## src/rtl/wb_shared_bus_if.sv

```systemverilog
// Wishbone shared-bus bundle: all master-side and slave-side signals of the interconnect.
// Signal suffixes are from the interconnect's point of view.
interface wb_shared_bus_if #(
    parameter int unsigned NM = 3,
    parameter int unsigned NS = 3,
    parameter int unsigned AW = 32,
    parameter int unsigned DW = 32
);
    localparam int unsigned SW = DW / 8;

    logic [NM-1:0]    m_cyc_i;
    logic [NM-1:0]    m_stb_i;
    logic [NM-1:0]    m_we_i;
    logic [NM*SW-1:0] m_sel_i;
    logic [NM*AW-1:0] m_adr_i;
    logic [NM*DW-1:0] m_dat_i;
    logic [NM*DW-1:0] m_dat_o;
    logic [NM-1:0]    m_ack_o;
    logic [NM-1:0]    m_err_o;
    logic [NM-1:0]    m_rty_o;

    logic [NS-1:0]    s_cyc_o;
    logic [NS-1:0]    s_stb_o;
    logic             s_we_o;
    logic [SW-1:0]    s_sel_o;
    logic [AW-1:0]    s_adr_o;
    logic [DW-1:0]    s_dat_o;
    logic [NS*DW-1:0] s_dat_i;
    logic [NS-1:0]    s_ack_i;
    logic [NS-1:0]    s_err_i;
    logic [NS-1:0]    s_rty_i;

    // Interconnect side.
    modport slave (
        input  m_cyc_i, m_stb_i, m_we_i, m_sel_i, m_adr_i, m_dat_i,
        output m_dat_o, m_ack_o, m_err_o, m_rty_o,
        output s_cyc_o, s_stb_o, s_we_o, s_sel_o, s_adr_o, s_dat_o,
        input  s_dat_i, s_ack_i, s_err_i, s_rty_i
    );

    // Environment side: the masters and slaves attached to the fabric.
    modport master (
        output m_cyc_i, m_stb_i, m_we_i, m_sel_i, m_adr_i, m_dat_i,
        input  m_dat_o, m_ack_o, m_err_o, m_rty_o,
        input  s_cyc_o, s_stb_o, s_we_o, s_sel_o, s_adr_o, s_dat_o,
        output s_dat_i, s_ack_i, s_err_i, s_rty_i
    );
endinterface

```

## src/rtl/wb_shared_bus.sv

```systemverilog
// Wishbone B3 shared-bus interconnect: round-robin arbitration, base/mask decode,
// error response for unmapped addresses and a watchdog that terminates hung cycles.
module wb_shared_bus #(
    parameter int unsigned       NM       = 3,
    parameter int unsigned       NS       = 3,
    parameter int unsigned       AW       = 32,
    parameter int unsigned       DW       = 32,
    parameter logic [NS*AW-1:0] SLV_BASE = {32'h2000_0000, 32'h1000_0000, 32'h0000_0000},
    parameter logic [NS*AW-1:0] SLV_MASK = {3{32'hF000_0000}},
    parameter int unsigned       TIMEOUT  = 255
) (
    input logic            clk_i,
    input logic            rst_i,
    wb_shared_bus_if.slave bus
);
    localparam int unsigned SW     = DW / 8;
    localparam int unsigned IW     = (NM > 1) ? $clog2(NM) : 1;
    localparam int unsigned HW     = (NS > 1) ? $clog2(NS) : 1;
    localparam logic [15:0] WdLast = 16'(TIMEOUT - 1);

    logic          gnt_vld_q, gnt_vld_d;
    logic [IW-1:0] gnt_idx_q, gnt_idx_d;
    logic [IW-1:0] last_idx_q, last_idx_d;
    logic [15:0]   wd_cnt_q, wd_cnt_d;
    logic          unmap_err_q, unmap_err_d;

    logic          cur_cyc, cur_stb, cur_we;
    logic [SW-1:0] cur_sel;
    logic [AW-1:0] cur_adr;
    logic [DW-1:0] cur_dat;
    logic [IW-1:0] cand;
    logic [HW-1:0] hit_idx;
    logic          any_hit;
    logic [DW-1:0] hit_dat;
    logic          hit_ack, hit_err, hit_rty;
    logic          req, wd_fire, slv_stb, unmap_pend;
    logic          ack, err, rty;

    // Granted master's request, muxed from gnt_idx regardless of decode.
    always_comb begin
        cur_cyc = 1'b0;
        cur_stb = 1'b0;
        cur_we  = 1'b0;
        cur_sel = '0;
        cur_adr = '0;
        cur_dat = '0;
        for (int i = 0; i < int'(NM); i++) begin
            if (gnt_idx_q == IW'(i)) begin
                cur_cyc = bus.m_cyc_i[i];
                cur_stb = bus.m_stb_i[i];
                cur_we  = bus.m_we_i[i];
                cur_sel = bus.m_sel_i[i*SW +: SW];
                cur_adr = bus.m_adr_i[i*AW +: AW];
                cur_dat = bus.m_dat_i[i*DW +: DW];
            end
        end
    end

    // Round-robin search starts just after the previous winner.
    always_comb begin
        gnt_vld_d  = gnt_vld_q;
        gnt_idx_d  = gnt_idx_q;
        last_idx_d = last_idx_q;
        cand       = '0;
        if (!gnt_vld_q || !cur_cyc) begin
            gnt_vld_d = 1'b0;
            for (int k = int'(NM); k >= 1; k--) begin
                cand = IW'((int'(last_idx_q) + k) % int'(NM));
                if (bus.m_cyc_i[cand]) begin
                    gnt_vld_d = 1'b1;
                    gnt_idx_d = cand;
                end
            end
            if (gnt_vld_d) begin
                last_idx_d = gnt_idx_d;
            end
        end
    end

    // Descending scan so the lowest matching slave wins on overlap.
    always_comb begin
        hit_idx = '0;
        any_hit = 1'b0;
        for (int i = int'(NS) - 1; i >= 0; i--) begin
            if ((cur_adr & SLV_MASK[i*AW +: AW]) == (SLV_BASE[i*AW +: AW] & SLV_MASK[i*AW +: AW]))
            begin
                hit_idx = HW'(i);
                any_hit = 1'b1;
            end
        end
    end

    always_comb begin
        hit_dat = '0;
        hit_ack = 1'b0;
        hit_err = 1'b0;
        hit_rty = 1'b0;
        for (int i = 0; i < int'(NS); i++) begin
            if (hit_idx == HW'(i)) begin
                hit_dat = bus.s_dat_i[i*DW +: DW];
                hit_ack = bus.s_ack_i[i];
                hit_err = bus.s_err_i[i];
                hit_rty = bus.s_rty_i[i];
            end
        end
    end

    always_comb begin
        req        = gnt_vld_q & cur_cyc & cur_stb;
        wd_fire    = req & (wd_cnt_q == WdLast);
        slv_stb    = req & any_hit & ~wd_fire;
        unmap_pend = unmap_err_q & gnt_vld_q & cur_cyc;
        ack        = hit_ack & slv_stb;
        err        = (hit_err & slv_stb) | unmap_pend | wd_fire;
        rty        = hit_rty & slv_stb;

        bus.s_cyc_o = '0;
        bus.s_stb_o = '0;
        if (any_hit) begin
            bus.s_cyc_o[hit_idx] = gnt_vld_q & cur_cyc;
            bus.s_stb_o[hit_idx] = slv_stb;
        end
        bus.s_we_o  = cur_we;
        bus.s_sel_o = cur_sel;
        bus.s_adr_o = cur_adr;
        bus.s_dat_o = cur_dat;

        bus.m_ack_o = '0;
        bus.m_err_o = '0;
        bus.m_rty_o = '0;
        if (gnt_vld_q) begin
            bus.m_ack_o[gnt_idx_q] = ack;
            bus.m_err_o[gnt_idx_q] = err;
            bus.m_rty_o[gnt_idx_q] = rty;
        end
        bus.m_dat_o = {NM{hit_dat}};

        // Suppressed while pending so a lingering strobe gives a single-cycle pulse.
        unmap_err_d = req & ~any_hit & ~unmap_err_q & ~wd_fire;
        wd_cnt_d    = (req && !(ack || err || rty)) ? wd_cnt_q + 16'd1 : 16'd0;
    end

    always_ff @(posedge clk_i) begin
        if (rst_i) begin
            gnt_vld_q   <= 1'b0;
            gnt_idx_q   <= '0;
            last_idx_q  <= IW'(NM - 1);
            wd_cnt_q    <= '0;
            unmap_err_q <= 1'b0;
        end else begin
            gnt_vld_q   <= gnt_vld_d;
            gnt_idx_q   <= gnt_idx_d;
            last_idx_q  <= last_idx_d;
            wd_cnt_q    <= wd_cnt_d;
            unmap_err_q <= unmap_err_d;
        end
    end
endmodule

```

## src/flat_wrapper.sv

```systemverilog
// flat-port wrapper written by rule: the top's interface ports become plain ports
module wb_shared_bus_flat 
#(
    parameter int unsigned       NM       = 3,
    parameter int unsigned       NS       = 3,
    parameter int unsigned       AW       = 32,
    parameter int unsigned       DW       = 32,
    parameter logic [NS*AW-1:0] SLV_BASE = {32'h2000_0000, 32'h1000_0000, 32'h0000_0000},
    parameter logic [NS*AW-1:0] SLV_MASK = {3{32'hF000_0000}},
    parameter int unsigned       TIMEOUT  = 255
)
  (clk_i, rst_i, bus_m_cyc_i, bus_m_stb_i, bus_m_we_i, bus_m_sel_i, bus_m_adr_i, bus_m_dat_i, bus_m_dat_o, bus_m_ack_o, bus_m_err_o, bus_m_rty_o, bus_s_cyc_o, bus_s_stb_o, bus_s_we_o, bus_s_sel_o, bus_s_adr_o, bus_s_dat_o, bus_s_dat_i, bus_s_ack_i, bus_s_err_i, bus_s_rty_i);
  wb_shared_bus_if #(.NM(NM), .NS(NS), .AW(AW), .DW(DW)) bus_i ();
  input logic clk_i;
  input logic rst_i;
  input wire logic [$bits(bus_i.m_cyc_i)-1:0] bus_m_cyc_i;
  input wire logic [$bits(bus_i.m_stb_i)-1:0] bus_m_stb_i;
  input wire logic [$bits(bus_i.m_we_i)-1:0] bus_m_we_i;
  input wire logic [$bits(bus_i.m_sel_i)-1:0] bus_m_sel_i;
  input wire logic [$bits(bus_i.m_adr_i)-1:0] bus_m_adr_i;
  input wire logic [$bits(bus_i.m_dat_i)-1:0] bus_m_dat_i;
  output wire logic [$bits(bus_i.m_dat_o)-1:0] bus_m_dat_o;
  output wire logic [$bits(bus_i.m_ack_o)-1:0] bus_m_ack_o;
  output wire logic [$bits(bus_i.m_err_o)-1:0] bus_m_err_o;
  output wire logic [$bits(bus_i.m_rty_o)-1:0] bus_m_rty_o;
  output wire logic [$bits(bus_i.s_cyc_o)-1:0] bus_s_cyc_o;
  output wire logic [$bits(bus_i.s_stb_o)-1:0] bus_s_stb_o;
  output wire logic [$bits(bus_i.s_we_o)-1:0] bus_s_we_o;
  output wire logic [$bits(bus_i.s_sel_o)-1:0] bus_s_sel_o;
  output wire logic [$bits(bus_i.s_adr_o)-1:0] bus_s_adr_o;
  output wire logic [$bits(bus_i.s_dat_o)-1:0] bus_s_dat_o;
  input wire logic [$bits(bus_i.s_dat_i)-1:0] bus_s_dat_i;
  input wire logic [$bits(bus_i.s_ack_i)-1:0] bus_s_ack_i;
  input wire logic [$bits(bus_i.s_err_i)-1:0] bus_s_err_i;
  input wire logic [$bits(bus_i.s_rty_i)-1:0] bus_s_rty_i;
  assign bus_i.m_cyc_i = bus_m_cyc_i;
  assign bus_i.m_stb_i = bus_m_stb_i;
  assign bus_i.m_we_i = bus_m_we_i;
  assign bus_i.m_sel_i = bus_m_sel_i;
  assign bus_i.m_adr_i = bus_m_adr_i;
  assign bus_i.m_dat_i = bus_m_dat_i;
  assign bus_m_dat_o = bus_i.m_dat_o;
  assign bus_m_ack_o = bus_i.m_ack_o;
  assign bus_m_err_o = bus_i.m_err_o;
  assign bus_m_rty_o = bus_i.m_rty_o;
  assign bus_s_cyc_o = bus_i.s_cyc_o;
  assign bus_s_stb_o = bus_i.s_stb_o;
  assign bus_s_we_o = bus_i.s_we_o;
  assign bus_s_sel_o = bus_i.s_sel_o;
  assign bus_s_adr_o = bus_i.s_adr_o;
  assign bus_s_dat_o = bus_i.s_dat_o;
  assign bus_i.s_dat_i = bus_s_dat_i;
  assign bus_i.s_ack_i = bus_s_ack_i;
  assign bus_i.s_err_i = bus_s_err_i;
  assign bus_i.s_rty_i = bus_s_rty_i;
  wb_shared_bus #(.NM(NM), .NS(NS), .AW(AW), .DW(DW), .SLV_BASE(SLV_BASE), .SLV_MASK(SLV_MASK), .TIMEOUT(TIMEOUT)) u_core (.clk_i(clk_i), .rst_i(rst_i), .bus(bus_i));
endmodule
```

## config.mk

```make
export PLATFORM = sky130hd
export DESIGN_NAME = wb_shared_bus_flat
export DESIGN_NICKNAME = d
export VERILOG_FILES = /design/src/rtl/wb_shared_bus_if.sv /design/src/rtl/wb_shared_bus.sv /design/src/flat_wrapper.sv
export SDC_FILE = /design/constraint.sdc
export NUM_CORES = 1
export LEC_CHECK = 0
export CAP_MARGIN = 0
export CORE_AREA = 2 2 195 197
export DETAILED_ROUTE_END_ITERATION = 16
export DIE_AREA = 0 0 197 199
export GPL_TIMING_DRIVEN = 0
export HOLD_SLACK_MARGIN = 0.08
export PLACE_DENSITY = 0.43
export SLEW_MARGIN = 20
export SYNTH_ARGS = -nofsm -noshare
export SYNTH_HDL_FRONTEND = slang
export SYNTH_SLANG_ARGS = --single-unit
```

## constraint.sdc

```tcl
create_clock -name clk_i -period 3.6 [get_ports clk_i]
set_input_delay 0.36 -clock clk_i [delete_from_list [all_inputs] [get_ports clk_i]]
set_output_delay 0.36 -clock clk_i [all_outputs]
set_load 0.02 [all_outputs]
```

# ---- Yosys cells after proc, flatten, opt, wreduce, memory -nomap -nowiden
# Cells that the tools add are included.
dict set report totals {
  reg_bits 22
  output_inout_bits 180
  input_bits 320
  word_cells 122
}
dict set report op_classes {
  n_eq_ne 7
  add_sub_neg 4
  order_cmp 7
  muxes 58
  n_reduce_logical 14
  bitwise 24
  n_div 3
}
# operator count
set op_table {}
lappend op_table {{32-bit 2-to-1 mux} 9}
lappend op_table {{32-bit by 3-bit modulo with 32-bit output, second input constant} 3}
lappend op_table {{32-bit logical NOT} 1}
lappend op_table {{1-bit 2-to-1 mux} 30}
lappend op_table {{16-bit by 1-bit adder with 16-bit output, second input constant} 1}
lappend op_table {{16-bit by 8-bit == test with 1-bit output, second input constant} 1}
lappend op_table {{3-bit bitwise AND} 5}
lappend op_table {{2-bit by 3-bit < comparator with 1-bit output, second input constant} 5}
lappend op_table {{3-bit 2-to-1 mux} 5}
lappend op_table {{1-bit bitwise AND} 13}
lappend op_table {{2-bit 2-to-1 mux} 6}
lappend op_table {{4-bit 2-to-1 mux} 3}
lappend op_table {{2-bit by 2-bit adder with 3-bit output, second input constant} 2}
lappend op_table {{1-bit binary-select mux with 2-bit select} 3}
lappend op_table {{1-bit demux with 2-bit select} 2}
lappend op_table {{2-bit by 1-bit == test with 1-bit output, second input constant} 2}
lappend op_table {{2-bit == test, second input constant} 2}
lappend op_table {{4-bit by 1-bit == test with 1-bit output, second input constant} 1}
lappend op_table {{4-bit by 2-bit == test with 1-bit output, second input constant} 1}
lappend op_table {{2-bit by 1-bit greater-or-equal comparator with 1-bit output, second input constant} 2}
lappend op_table {{2-bit logical NOT} 2}
lappend op_table {{1-bit inverter} 4}
lappend op_table {{2-bit by 1-bit adder with 3-bit output, second input constant} 1}
lappend op_table {{1-bit logical AND} 3}
lappend op_table {{5 further kinds} 10}

# ---- Longest topological paths before layout
dict set report depth {
  depth_word 21
  depth_mapped 11
  ltp_nobuf 8
}

# ---- Worst setup path before layout
# Ideal clock, no wire load.
dict set report synth_timing {
  path_kind {register to output}
  start {register u_core.gnt_idx_q[0]}
  end {output bus_m_dat_o[35]}
  arrival_ns 2.689
  slack_ns 0.551
  path_stages_with_launch 10
  n_path_buf 4
  required_ns 3.240
  path_cell_list {dfxtp_1 > buf_2 > mux2_1 > a22oi_1 > and4_4 > buf_6 > buf_2 > mux2i_1 > o21ai_0 > buf_4}
}
dict set report synth_via {
  elab_chain_len 12
  word_cells_on_any_way 18
  classes_between {eq/ne (6); mux (9); reduce/logical (3)}
}
# element line_no
set synth_rtl {}
lappend synth_rtl {{start, declared} wb_shared_bus.sv:22} ;# logic [IW-1:0] gnt_idx_q, gnt_idx_d;
lappend synth_rtl {{start signal, assigned} wb_shared_bus.sv:152} ;# gnt_idx_q <= gnt_idx_d;
lappend synth_rtl {{2-bit logical NOT} wb_shared_bus.sv:48} ;# if (gnt_idx_q == IW'(i)) begin
lappend synth_rtl {{32-bit 2-to-1 mux (2 in a row)} wb_shared_bus.sv:48}
lappend synth_rtl {{32-bit 2-to-1 mux (*)} wb_shared_bus.sv:48}
lappend synth_rtl {{4-bit by 2-bit == test with 1-bit output} wb_shared_bus.sv:85} ;# if ((cur_adr & SLV_MASK[i*AW +: AW]) == (SLV_BASE[i*AW +: AW] & SLV_MASK[i*AW +: AW]))
lappend synth_rtl {{2-bit 2-to-1 mux (2 in a row)} wb_shared_bus.sv:85}
lappend synth_rtl {{2-bit 2-to-1 mux (*)} wb_shared_bus.sv:85}
lappend synth_rtl {{2-bit logical NOT} wb_shared_bus.sv:99} ;# if (hit_idx == HW'(i)) begin
lappend synth_rtl {{32-bit 2-to-1 mux (2 in a row)} wb_shared_bus.sv:99}
lappend synth_rtl {{32-bit 2-to-1 mux (*)} wb_shared_bus.sv:99}
lappend synth_rtl {{end, declared} flat_wrapper.sv:22} ;# output wire logic [$bits(bus_i.m_dat_o)-1:0] bus_m_dat_o;
# Every way passes the cells marked *; elsewhere a longest branch is shown, timed or not.

# ---- Worst setup path after layout
dict set report layout_timing {
  start {register u_core.gnt_idx_q[0]}
  end {output bus_m_dat_o[6]}
}
# The elaborated chain is that of the path after synthesis.

==> results.md <==
- Status: completed
- First-pass GRT wire length: 39,600 um
- Ys async rst share: 0%
- Top-area cell type share of the netlist area: 24.8%
- CTS Buf Count: 3
- Total die area: 39,200 um2
- CP peak stage delay: 0.65 ns
- Ports: 500
- Pleak: 4.27 nW
- CTS hold repair buffers: 0
- Minimum clock period: 3.43 ns
- Family with the most delay on the worst path: buffers and inverters
- Core ar.: 37,100 um2
- Drt via density: 3.89
- Global route overflow: 0
- Slew headroom: 40.2%
- Syn avg cell area: 6.82 um2
- Max-slew violations: 0
- DP HPWL: 25,500 um
- Final Cell Area: 10,100 um2
- WL per Instance: 18.4 um
- CP max FO: 10
- CP endpoint kind: primary output
- Yosys reg bits: 22
- Port Buffers: 499
- Post-Place Setup Slack: -1.37 ns
- First-pass DRT Iterations: 5
- Wirelength, routed: 29,100 um
- Clock buffer depth: 2
- Power density over cell area: 588 nW/um2
- Vias in the first global route: 6,222
- Syn nets: 922
- Crit path buf inv count: 5
- Clock latency on the worst-skew pair: 0.25 ns
- Post-synthesis sequential area ratio: 10.8%
- Post-synthesis cell count: 598
- Max Cap Violations: 0
- Post-Syn Area: 4080 um2
- Yosys warning count: 0
- Final setup viols: 0
- Hold Vio Cnt, Final: 0
- Fin crit share: 95.2%
- DRC: 0
- Die Y-Extent: 199 um
- Number of synthesized flops with an enable pin: 0
- Clk pin slew, worst setup/hold paths: 0.06 ns
- Clock skew: 0.00289 ns
- Post-synth top flop: dfxtp_1
- Proportion of layout cells with a drive suffix above 1: 12.3%
- WP data arrival: 3.07 ns
- DP Area: 9670 um2
- Synth top area cells: mux2i_1 (25%), o21ai_0 (13%), buf_4 (12%)
- CTS Sinks: 22
- Slew @ Worst Pin: 0.896 ns
- Setup WS post-layout: 0.174 ns
- CTS tree: yes
- Die X: 197 um
- Yosys top cell by area: mux2i_1
- Worst vdd ir: 240 uV
- Worst min-delay path class: register to register
- Synth unique cells: 50
- CTS root buffer: clkbuf_16
- CTS H-tree depth: 1
- Antenna-violating nets left: 0
- Reg2Reg Setup Slack: 0.85 ns
- Initial Util: 11.0%
- Final RePlAce weighted congestion: 0.762
- DR iter-0 viols: 188
- Critical Path Source Type: register
- Via count: 6,144
- Placed cells: 1,571
- Setup Crit Path Kind: register to primary output
- Finished Layout Cells: 1,581
- Largest net degree at the start of global routing: 14
- ANT cells: 0
- WP data required: 3.24 ns
- CP cell instances: buf_4 -> mux2_2 -> a22oi_2 -> buf_4 -> and4_4 -> buf_6 -> buf_6 -> mux2i_1 -> o21ai_2 -> clkdlybuf4s50_1
- Total Routing Usage GR: 13.5%
- Fmax: 292 MHz
- Final setup TNS: 0 ns
- Initial antenna violation count: 5
- Row Count: 71
- Nets@finish: 1,432
- Slowest-stage cell, CP: clkdlybuf4s50_1
- Fill count: 4,093
- Synthesis-to-finish area growth: 148%
[synth_stat cells, types with 2 or more instances]
cell,count
inv_1,12
buf_6,3
dfxtp_1,22
xor2_1,8
ha_1,4
o21a_1,2
a221o_1,3
and2_1,4
inv_2,2
nor2_1,16
nor4_1,2
a22oi_1,2
nand2b_1,4
xnor2_1,6
buf_1,4
and3_1,10
nand3_1,10
nand2_1,110
nor2b_1,7
o21ai_0,108
a211oi_1,2
o211ai_1,2
clkbuf_1,28
a21oi_1,5
mux2_2,2
buf_4,64
mux2_1,2
buf_2,7
or3_1,2
nor3_1,25
mux2i_1,101
[stage by stage]
step / utilization [%] / power, mW / hold slack (ns)
floorplan: - / 3.05 / 0.415
global placement: 26.0 / 5.66 / 0.431
detailed placement: 26.0 / 5.66 / 0.437
CTS: 26.6 / 6.09 / 0.447
global route: 27.3 / 6.33 / 0.471
finish: 27.3 / 5.96 / 0.447
[layer usage]
layer  wire length (um)  global-route usage [%]  vias up
met1              10700                    14.5     2758
li1                   -                       -     3045
met4                199                    1.28        8
met3               2530                    3.65       14
met2              15500                    26.8      319
met5                 54                       0        -
[sequential cells by signal (all words and copies together), names as in the netlist]
name                count
u_core.wd_cnt_q        16
u_core.gnt_idx_q        2
u_core.gnt_vld_q        1
u_core.unmap_err_q      1
u_core.last_idx_q       2
[cell families after synthesis]
| kind of cell | share of synthesized area, % |
|---|---|
| xor+xnor | 3.01 |
| fa+ha+maj | 1.47 |
| flops | 10.8 |
| simple gates | 21.4 |
| buf+inv | 17.7 |
| mux | 26.2 |
| compound gates | 19.3 |
[placed cells by master, fill, tap and decap left out, types with 19 or more instances in the layout]
cell / instances
clkdlybuf4s50_1: 409
nand2_1: 110
mux2i_1: 97
buf_4: 79
o21ai_0: 79
dlymetal6s2s_1: 68
nor3_1: 25
dfxtp_1: 22
o21ai_2: 19
clkbuf_1: 19
[power by group]
part / internal [mW] / total, mW / switching [mW]
sequential: 0.269 / 0.291 / 0.0218
combinational: 2.51 / 5.36 / 2.85
clock: 0.221 / 0.312 / 0.0912
[final timing paths]
check / start / end / cells past startpoint
worst max-delay path: u_core.gnt_idx_q[0] / bus_m_dat_o[6] / 10
worst min-delay path: u_core.unmap_err_q / u_core.unmap_err_q / 1
worst max register to register: u_core.gnt_idx_q[1] / u_core.wd_cnt_q[11] / 11
worst min register to register: u_core.unmap_err_q / u_core.unmap_err_q / 1
[timing repair]
| action | CTS | global route |
|---|---|---|
| pin swaps | 4 | 2 |
| setup buffers | 5 | 2 |
| resized for setup | 92 | 84 |
| setup endpoints to repair | 134 | 79 |
[layout make-up]
class / count / area (um2) / area share, %
multi-input cells: 456 / 3020 / 29.9
well taps: 474 / 593 / 5.85
inverters: 14 / 56.3 / 0.556
clock buffers: 3 / 75.1 / 0.741
plain buffers: 105 / 727 / 7.18
clock inverters: 1 / 30.0 / 0.296
flip-flops and latches: 22 / 440 / 4.35
repair buffers: 506 / 5180 / 51.2
Note: power is estimated with default switching activity, not from simulation.
